File: src/rtl/count_selector_pkg.sv
// count_selector_pkg
//   Shared definitions for the count selector and the blocks that sit next to
//   it on the counter boards (counter bank, display driver):
//     - default channel width, channel count and debounce length
//     - clog2_min1(): ceil(log2(n)) with a floor of 1, used for index and
//       counter widths so that a single-channel or single-cycle build still
//       gets a legal one-bit vector
//     - sel_src_e: which rule produced the next channel index
package count_selector_pkg;

  localparam int WIDTH_DEF     = 4;
  localparam int CHANNELS_DEF  = 4;
  localparam int DB_CYCLES_DEF = 16;

  typedef enum logic [1:0] {
    SRC_KEEP = 2'd0,
    SRC_LOAD = 2'd1,
    SRC_STEP = 2'd2
  } sel_src_e;

  function automatic int clog2_min1(input int n);
    int r;
    r = 0;
    for (int i = 0; i < 31; i++) begin
      if ((1 << i) < n) r = i + 1;
    end
    return (r < 1) ? 1 : r;
  endfunction

endpackage

File: src/rtl/count_selector_debounce.sv
// sw_debounce
//   Synchronises a raw, bouncing push button and filters it into a clean
//   level. A level change is accepted only after the synchronised input has
//   differed from the accepted level for DB_CYCLES consecutive clock edges;
//   any return to the accepted level restarts the count.
//
// Ports
//   CLK    in   clock, all state on the rising edge
//   RST    in   synchronous active-high reset
//   SW     in   raw asynchronous button, active high
//   LEVEL  out  debounced level
//   RISE   out  high during the cycle whose closing edge takes LEVEL 0->1,
//               so a consumer registering on that edge acts in step with
//               LEVEL
module sw_debounce
  import count_selector_pkg::*;
#(
  parameter int DB_CYCLES = DB_CYCLES_DEF
) (
  input  logic CLK,
  input  logic RST,
  input  logic SW,
  output logic LEVEL,
  output logic RISE
);

  localparam int                CNT_W    = clog2_min1(DB_CYCLES);
  localparam logic [CNT_W-1:0]  CNT_LAST = CNT_W'(DB_CYCLES - 1);

  logic             s1;
  logic             s2;
  logic             stable;
  logic [CNT_W-1:0] db_cnt;
  logic             differ;
  logic             mature;

  assign differ = (s2 != stable);
  assign mature = differ && (db_cnt == CNT_LAST);

  // stage: two-flop synchroniser followed by the stability counter
  always_ff @(posedge CLK) begin
    if (RST) begin
      s1     <= 1'b0;
      s2     <= 1'b0;
      stable <= 1'b0;
      db_cnt <= '0;
    end else begin
      s1 <= SW;
      s2 <= s1;
      if (!differ) begin
        db_cnt <= '0;
      end else if (mature) begin
        stable <= s2;
        db_cnt <= '0;
      end else begin
        db_cnt <= db_cnt + 1'b1;
      end
    end
  end

  assign LEVEL = stable;
  assign RISE  = mature && s2 && !RST;

endmodule

File: src/rtl/count_selector.sv
// count_selector
//   Registered N-channel count selector. A debounced front-panel button steps
//   the selected channel round-robin, LOAD jumps straight to a channel, and
//   HOLD freezes the displayed count while selection keeps moving.
//
// Ports
//   CLK       in   clock, all state on the rising edge
//   RST       in   synchronous active-high reset
//   SW        in   raw button, active high
//   LOAD      in   direct-select strobe
//   LOAD_SEL  in   channel index taken when LOAD=1 (ignored if out of range)
//   HOLD      in   1 freezes CNT
//   CNT_IN    in   packed channels, channel k at [k*WIDTH +: WIDTH]
//   CNT       out  registered value of the channel named by SEL
//   SEL       out  current channel index
//   CHG       out  one-cycle pulse after any edge that changed SEL
module count_selector
  import count_selector_pkg::*;
#(
  parameter  int WIDTH     = WIDTH_DEF,
  parameter  int CHANNELS  = CHANNELS_DEF,
  parameter  int DB_CYCLES = DB_CYCLES_DEF,
  localparam int SEL_W     = clog2_min1(CHANNELS)
) (
  input  logic                      CLK,
  input  logic                      RST,
  input  logic                      SW,
  input  logic                      LOAD,
  input  logic [SEL_W-1:0]          LOAD_SEL,
  input  logic                      HOLD,
  input  logic [CHANNELS*WIDTH-1:0] CNT_IN,
  output logic [WIDTH-1:0]          CNT,
  output logic [SEL_W-1:0]          SEL,
  output logic                      CHG
);

  localparam logic [SEL_W-1:0] SEL_LAST = SEL_W'(CHANNELS - 1);

  logic             sw_level;
  logic             sw_rise;
  logic             press;
  logic             load_ok;
  sel_src_e         sel_src;
  logic [SEL_W-1:0] sel_nxt;
  logic [WIDTH-1:0] slice;

  sw_debounce #(
    .DB_CYCLES (DB_CYCLES)
  ) u_debounce (
    .CLK   (CLK),
    .RST   (RST),
    .SW    (SW),
    .LEVEL (sw_level),
    .RISE  (sw_rise)
  );

  // Only a 0->1 transition of the clean level counts as a press.
  assign press = sw_rise && !sw_level;

  // A LOAD always owns the edge: an in-range index is taken, an out-of-range
  // one is dropped, and in both cases a press maturing at that edge is lost.
  always_comb begin
    load_ok = LOAD && (32'(LOAD_SEL) < CHANNELS);
    sel_src = SRC_KEEP;
    if (LOAD) begin
      if (load_ok) sel_src = SRC_LOAD;
    end else if (press) begin
      sel_src = SRC_STEP;
    end
  end

  always_comb begin
    sel_nxt = SEL;
    case (sel_src)
      SRC_LOAD: sel_nxt = LOAD_SEL;
      SRC_STEP: sel_nxt = (SEL == SEL_LAST) ? '0 : SEL + 1'b1;
      default:  sel_nxt = SEL;
    endcase
  end

  // Slice mux driven by the registered SEL, so CNT follows a new channel one
  // edge after SEL moves.
  always_comb begin
    slice = '0;
    for (int k = 0; k < CHANNELS; k++) begin
      if (SEL == SEL_W'(k)) slice = CNT_IN[k*WIDTH +: WIDTH];
    end
  end

  // stage: channel index and change pulse
  always_ff @(posedge CLK) begin
    if (RST) begin
      SEL <= '0;
      CHG <= 1'b0;
    end else begin
      SEL <= sel_nxt;
      CHG <= (sel_nxt != SEL);
    end
  end

  // stage: output count register
  always_ff @(posedge CLK) begin
    if (RST) begin
      CNT <= '0;
    end else if (!HOLD) begin
      CNT <= slice;
    end
  end

endmodule

File: config.mk
export PLATFORM = sky130hd
export DESIGN_NAME = count_selector
export DESIGN_NICKNAME = d
export VERILOG_FILES = /design/src/rtl/count_selector_pkg.sv /design/src/rtl/count_selector_debounce.sv /design/src/rtl/count_selector.sv
export SDC_FILE = /design/constraint.sdc
export NUM_CORES = 1
export LEC_CHECK = 0
export CAP_MARGIN = 20
export CORE_ASPECT_RATIO = 0.8
export CORE_MARGIN = 2
export CORE_UTILIZATION = 42
export DETAILED_ROUTE_END_ITERATION = 10
export PLACE_DENSITY = 0.88
export SYNTH_ARGS = -nofsm -noshare
export SYNTH_HDL_FRONTEND = slang
export SYNTH_HIERARCHICAL = 1
export SYNTH_SLANG_ARGS = --single-unit
File: constraint.sdc
create_clock -name CLK -period 1.9 [get_ports CLK]
set_input_delay 0.19 -clock CLK [delete_from_list [all_inputs] [get_ports CLK]]
set_output_delay 0.19 -clock CLK [all_outputs]
set_load 0.01 [all_outputs]
Word-level counts from Yosys, hierarchy flattened

Cells that the tools add are included.

Add/sub/neg operators: 2
Equal/unequal tests: 8
Bitwise operators: 1
Mux-type cells: 8
Reduce and logical (&&, ||, !) cells: 9

Operators by type and width:

| operator                                            | number |
|---|---|
| two-way mux 4 bit                                   | 4 |
| equality test 2 bit, second input constant          | 3 |
| two-way mux 2 bit                                   | 3 |
| adder 4 x 1 -> 4 bit, second input constant         | 1 |
| equality test 2 x 1 -> 1 bit, second input constant | 2 |
| equality test 4 bit, second input constant          | 1 |
| logical AND 1 bit                                   | 4 |
| one-hot mux 2 bit (2 select lines)                  | 1 |
| OR reduction 3 bit                                  | 1 |
| adder 2 x 1 -> 2 bit, second input constant         | 1 |
| logical NOT 1 bit                                   | 2 |
| logical NOT 2 bit                                   | 1 |
| inequality test 2 bit                               | 1 |
| AND reduction 2 bit                                 | 1 |
| inequality test 1 bit                               | 1 |
| inverter 1 bit                                      | 1 |

Logic and storage cells: 35
Register bits after elaboration: 14
Output and inout bits: 7
Input port bits: 23

Longest topological paths before layout

Gate-level depths: netlist of run 1.

Depth in word-level cells: 10
Mapped depth: 6

Cells and area by module

Netlist of run 1, hierarchy kept.

Modules (own cells, without submodules):

| module         | area each (um^2) | instances | cells each | sequential area each (um^2) |
|---|---|---|---|---|
| count_selector | 524.3            | 1         | 63         | 140.1 |
| sw_debounce    | 261.5            | 1         | 24         | 140.1 |

Least setup slack after synthesis of run 1

Ideal clock, no wire load.

Path type: flip-flop to flip-flop
Start point: register u_debounce.db_cnt[0]
End point: register CHG
Setup slack: 0.227 ns
Arrival time: 1.614 ns
Period minus slack after synthesis: 1.673 ns
Cell stages (with the launch flop): 7
Cell sequence: dfxtp_1 ha_1 nand3_2 nor4b_1 nor4b_1 o32a_1 o31a_1

Longest elaborated chain between the ends: 10

RTL lines:

| what                                                                | line                          | text |
|---|---|---|
| start, declared                                                     | count_selector_debounce.sv:33 | `logic [CNT_W-1:0] db_cnt;` |
| start signal, assigned                                              | count_selector_debounce.sv:56 | `db_cnt <= db_cnt + 1'b1;` |
| equality test 4 bit *                                               | count_selector_debounce.sv:38 | `assign mature = differ && (db_cnt == CNT_LAST);` |
| logical AND 1 bit *                                                 | count_selector_debounce.sv:38 |  |
| logical AND 1 bit * (2 in series)                                   | count_selector_debounce.sv:62 | `assign RISE = mature && s2 && !RST;` |
| via sw_rise                                                         | count_selector.sv:40          | `logic sw_rise;` |
| logical AND 1 bit *                                                 | count_selector.sv:58          | `assign press = sw_rise && !sw_level;` |
| two-way mux 2 bit *                                                 | count_selector.sv:67          | `end else if (press) begin` |
| two-way mux 2 bit *                                                 | count_selector.sv:65          | `if (LOAD) begin` |
| equality test 2 bit or equality test 2 x 1 -> 1 bit (tied branches) | count_selector.sv:74          | `case (sel_src)` |
| one-hot mux 2 bit (2 select lines) *                                | count_selector.sv:74          |  |
| inequality test 2 bit *                                             | count_selector.sv:97          | `CHG <= (sel_nxt != SEL);` |
| end signal, assigned                                                | count_selector.sv:97          |  |
| end, declared                                                       | count_selector.sv:34          | `output logic CHG` |

The timed path passes the listed nets; every way through them passes the cells marked *.
A chain may end at the register's enable or synchronous reset.

Worst setup path after layout of run 1

Start point: register u_debounce.db_cnt[0]
End point: register SEL[0]

Longest elaborated chain between the ends: 9

RTL lines:

| what                                                                | line                          | text |
|---|---|---|
| equality test 4 bit *                                               | count_selector_debounce.sv:38 |  |
| logical AND 1 bit *                                                 | count_selector_debounce.sv:38 |  |
| logical AND 1 bit * (2 in series)                                   | count_selector_debounce.sv:62 |  |
| via sw_rise                                                         | count_selector.sv:40          |  |
| logical AND 1 bit *                                                 | count_selector.sv:58          |  |
| two-way mux 2 bit *                                                 | count_selector.sv:67          |  |
| two-way mux 2 bit *                                                 | count_selector.sv:65          |  |
| equality test 2 bit or equality test 2 x 1 -> 1 bit (tied branches) | count_selector.sv:74          |  |
| one-hot mux 2 bit (2 select lines) *                                | count_selector.sv:74          |  |
| end signal, assigned                                                | count_selector.sv:96          | `SEL <= sel_nxt;` |
| end, declared                                                       | count_selector.sv:33          | `output logic [SEL_W-1:0] SEL,` |

Marks and branches as above.

==> results of run 1 <==
## cells by family (layout without fill, tap and decap cells)
family	Yosys count	after routing	share of synthesized area, %
and+or+nand+nor	25	25	21.7
AOI/OAI and AO/OA	22	22	21.2
buffers and inverters	16	48	7.80
DFF	14	14	35.7
adders and majority gates	5	5	7.96
xor gates and xnor gates	4	4	4.46
muxes	1	1	1.27
## worst register-to-register path, stage by stage (launching register included)
cell and delay [ns]:
dfxtp_1 0.38, ha_1 0.23, nand3_2 0.13, nor4b_2 0.31, buf_4 0.18, nor4b_1 0.24, a211oi_1 0.08, nor3_1 0.13
## routing by layer
metal,wire [um],share of wire [%],track usage (%),vias to the layer above
met5,0,0,0,-
met2,851,46,32.0,28
met1,896,48,23.0,326
met3,106,5.7,5.28,2
li1,-,-,-,377
met4,11,0.59,3.08,0
## per-stage QoR
stage / cell area, um^2 / setup slack [ns] / hold WS (ns)
final: 1150 / 0.150 / 0.457
after global routing: 1150 / 0.00747 / 0.476
after CTS: 1140 / 0.0748 / 0.458
after detailed placement: 1110 / 0.0906 / 0.443
after global placement: 1110 / 0.218 / 0.418
after floorplan: 786 / 0.227 / 0.262
## Yosys cell counts, types with 2 or more instances
library cell / number
a21oi_1: 8
dfxtp_1: 14
a221o_1: 4
nor4b_1: 3
a221oi_1: 4
nand3b_1: 6
xor2_1: 3
ha_1: 5
nor2b_1: 2
inv_1: 13
nor2_1: 6
a211oi_1: 2
## path summary, 6_finish.rpt
kind                                            from            end  slack [ns]  cells after the start
worst max-delay path            u_debounce/db_cnt[0]         SEL[0]        0.15                      7
worst max register to register  u_debounce/db_cnt[0]         SEL[0]        0.15                      7
worst min register to register         u_debounce/s1  u_debounce/s2        0.46                      1
worst min-delay path                   u_debounce/s1  u_debounce/s2        0.46                      1
## registers in the layout, summed over array words and instances (netlist names)
name,count
u_debounce/s2,1
u_debounce/s1,1
CNT,4
CHG,1
u_debounce/LEVEL,1
SEL,2
u_debounce/db_cnt,4
## final cells by class
class	count	area, um^2	area share [%]
multi-input combinational	57	450	39.2
clock buffer	4	36.3	3.16
sequential	14	280	24.4
inverter	13	48.8	4.25
tap	22	27.5	2.40
timing repair buffer	31	305	26.6
## cell usage in the layout (no fill, tap or decap), drive strengths merged, types with 2 or more instances in the layout
master         netlist  layout
clkdlybuf4s50        0      29
inv                 13      13
nor4b                3       3
nand3                2       2
xor2                 3       3
clkbuf               1       4
dfxtp               14      14
a221oi               4       4
nand3b               6       6
nor2                 6       6
a211oi               2       2
buf                  2       2
a21oi                8       8
nor2b                3       3
a221o                4       4
ha                   5       5
## power by group
| group | internal [mW] | switching, mW |
|---|---|---|
| Combinational | 0.102 | 0.0631 |
| Sequential | 0.308 | 0.0118 |
| Clock | 0.117 | 0.0907 |
==> reports/qor.yml, run 1 <==
grt_pass1_vias: 707
drt_first_iter_violations: 12
syn_area_um2: 786
async_flop_share_pct: 0
clock_skew_ns: 0.000850
gp_congestion: 0.873
leakage_nw: 0.472
critical_path_class: "reg -> reg"
end_kind: "flip-flop"
fin_tns_setup_ns: 0
avgRoutedWirePerCell_um: 13.2
yosys_warnings: 6
cts_root_buffer: "clkbuf_4"
start_util_pct: 46.4
ys.flop_type: "dfxtp_1"
nFillCells: 134
hold_viol: 0
area_delta_synth_final_pct: 46.2
setup_viol: 0
antenna_cells: 0
clk_latency_ns: 0.27
synth_edf_count: 0
crit_path_max_fanout: 3
core_mm2: 0.00169
overflow: 0
final_cells: 141
die_h_um: 42.7
nNetsFinal: 148
slew_headroom_pct: 75.7
yosysTopAreaCell: "dfxtp_1"
fp.dieW_um: 52.4
status: "complete, no violations"
total_power_mw: 0.692
finalCritPeriodShare_pct: 92.1
final.min_clock_period_ns: 1.75
rsz0062_at_grt: "no"
viasPerCell: 5.20
critPathBufInv: 1
synthTopCellsByArea: "dfxtp_1 (36%), ha_1 (8.0%), inv_1 (6.2%)"
ys_ff_latch: 14
route.detailed.drc: 0
worst_ep_required_time_ns: 2.10
clock.fmax_ghz: 0.572
crit_slowest_cell: "dfxtp_1"
slew_viol_final: 0
cts.sinks: 14
io_buffers: 29
num_io_pins: 30
cp.arrival_ns: 1.95
cts_buffers: 3
cts_buffer_depth: 2
tightest_slew_ns: 0.365
synth.avg_cell_area_um2: 9.03
cpPeakStageDelay_ns: 0.38
hold_class: "reg -> reg"
hpwl_um: 1500
post-route-util_pct: 67.9
p_per_area_mw_per_mm2: 603
htreeDepth: 1
rows: 13
yosysSeqAreaShare_pct: 35.7
startpoint_type: "flip-flop"
peakVddDrop_mv: 0.578
netlist.area_leader.share_pct: 35.7
drt_first_pass_iters: 4
drive_gt1_share_pct: 9.24
maxCapViolations: 0
antenna_found_initial: 0
grtUsageTotal_pct: 18.5
hold_buffers: 0
cts_tree: "done"
syn_nets: 115
design.die.area_mm2: 0.00223
yosysUniqueCellTypes: 29
post_cts_buffers: 0
post_cts_resized: 0
grt_max_degree: 13
grt_pass1_wl_um: 3080
path_clk_slew_ns: 0.08
dp_cells: 137
path_cells: "ha_1, nand3_2, nor4b_2, buf_4, nor4b_1, a211oi_1, nor3_1"
ant_nets: 0
synthCells: 87
cp_top_family: "simple AND/OR/NAND/NOR gates"
routed_wl_um: 1870
vias: 733
Note: power is estimated with default switching activity, not from simulation.
==> run 2: changes to the inputs <==
ABC_CLOCK_PERIOD_IN_PS = 1900   (was unset)
==> results of run 2 <==
Final layout, timing and power as in run 1 (identical DEF).
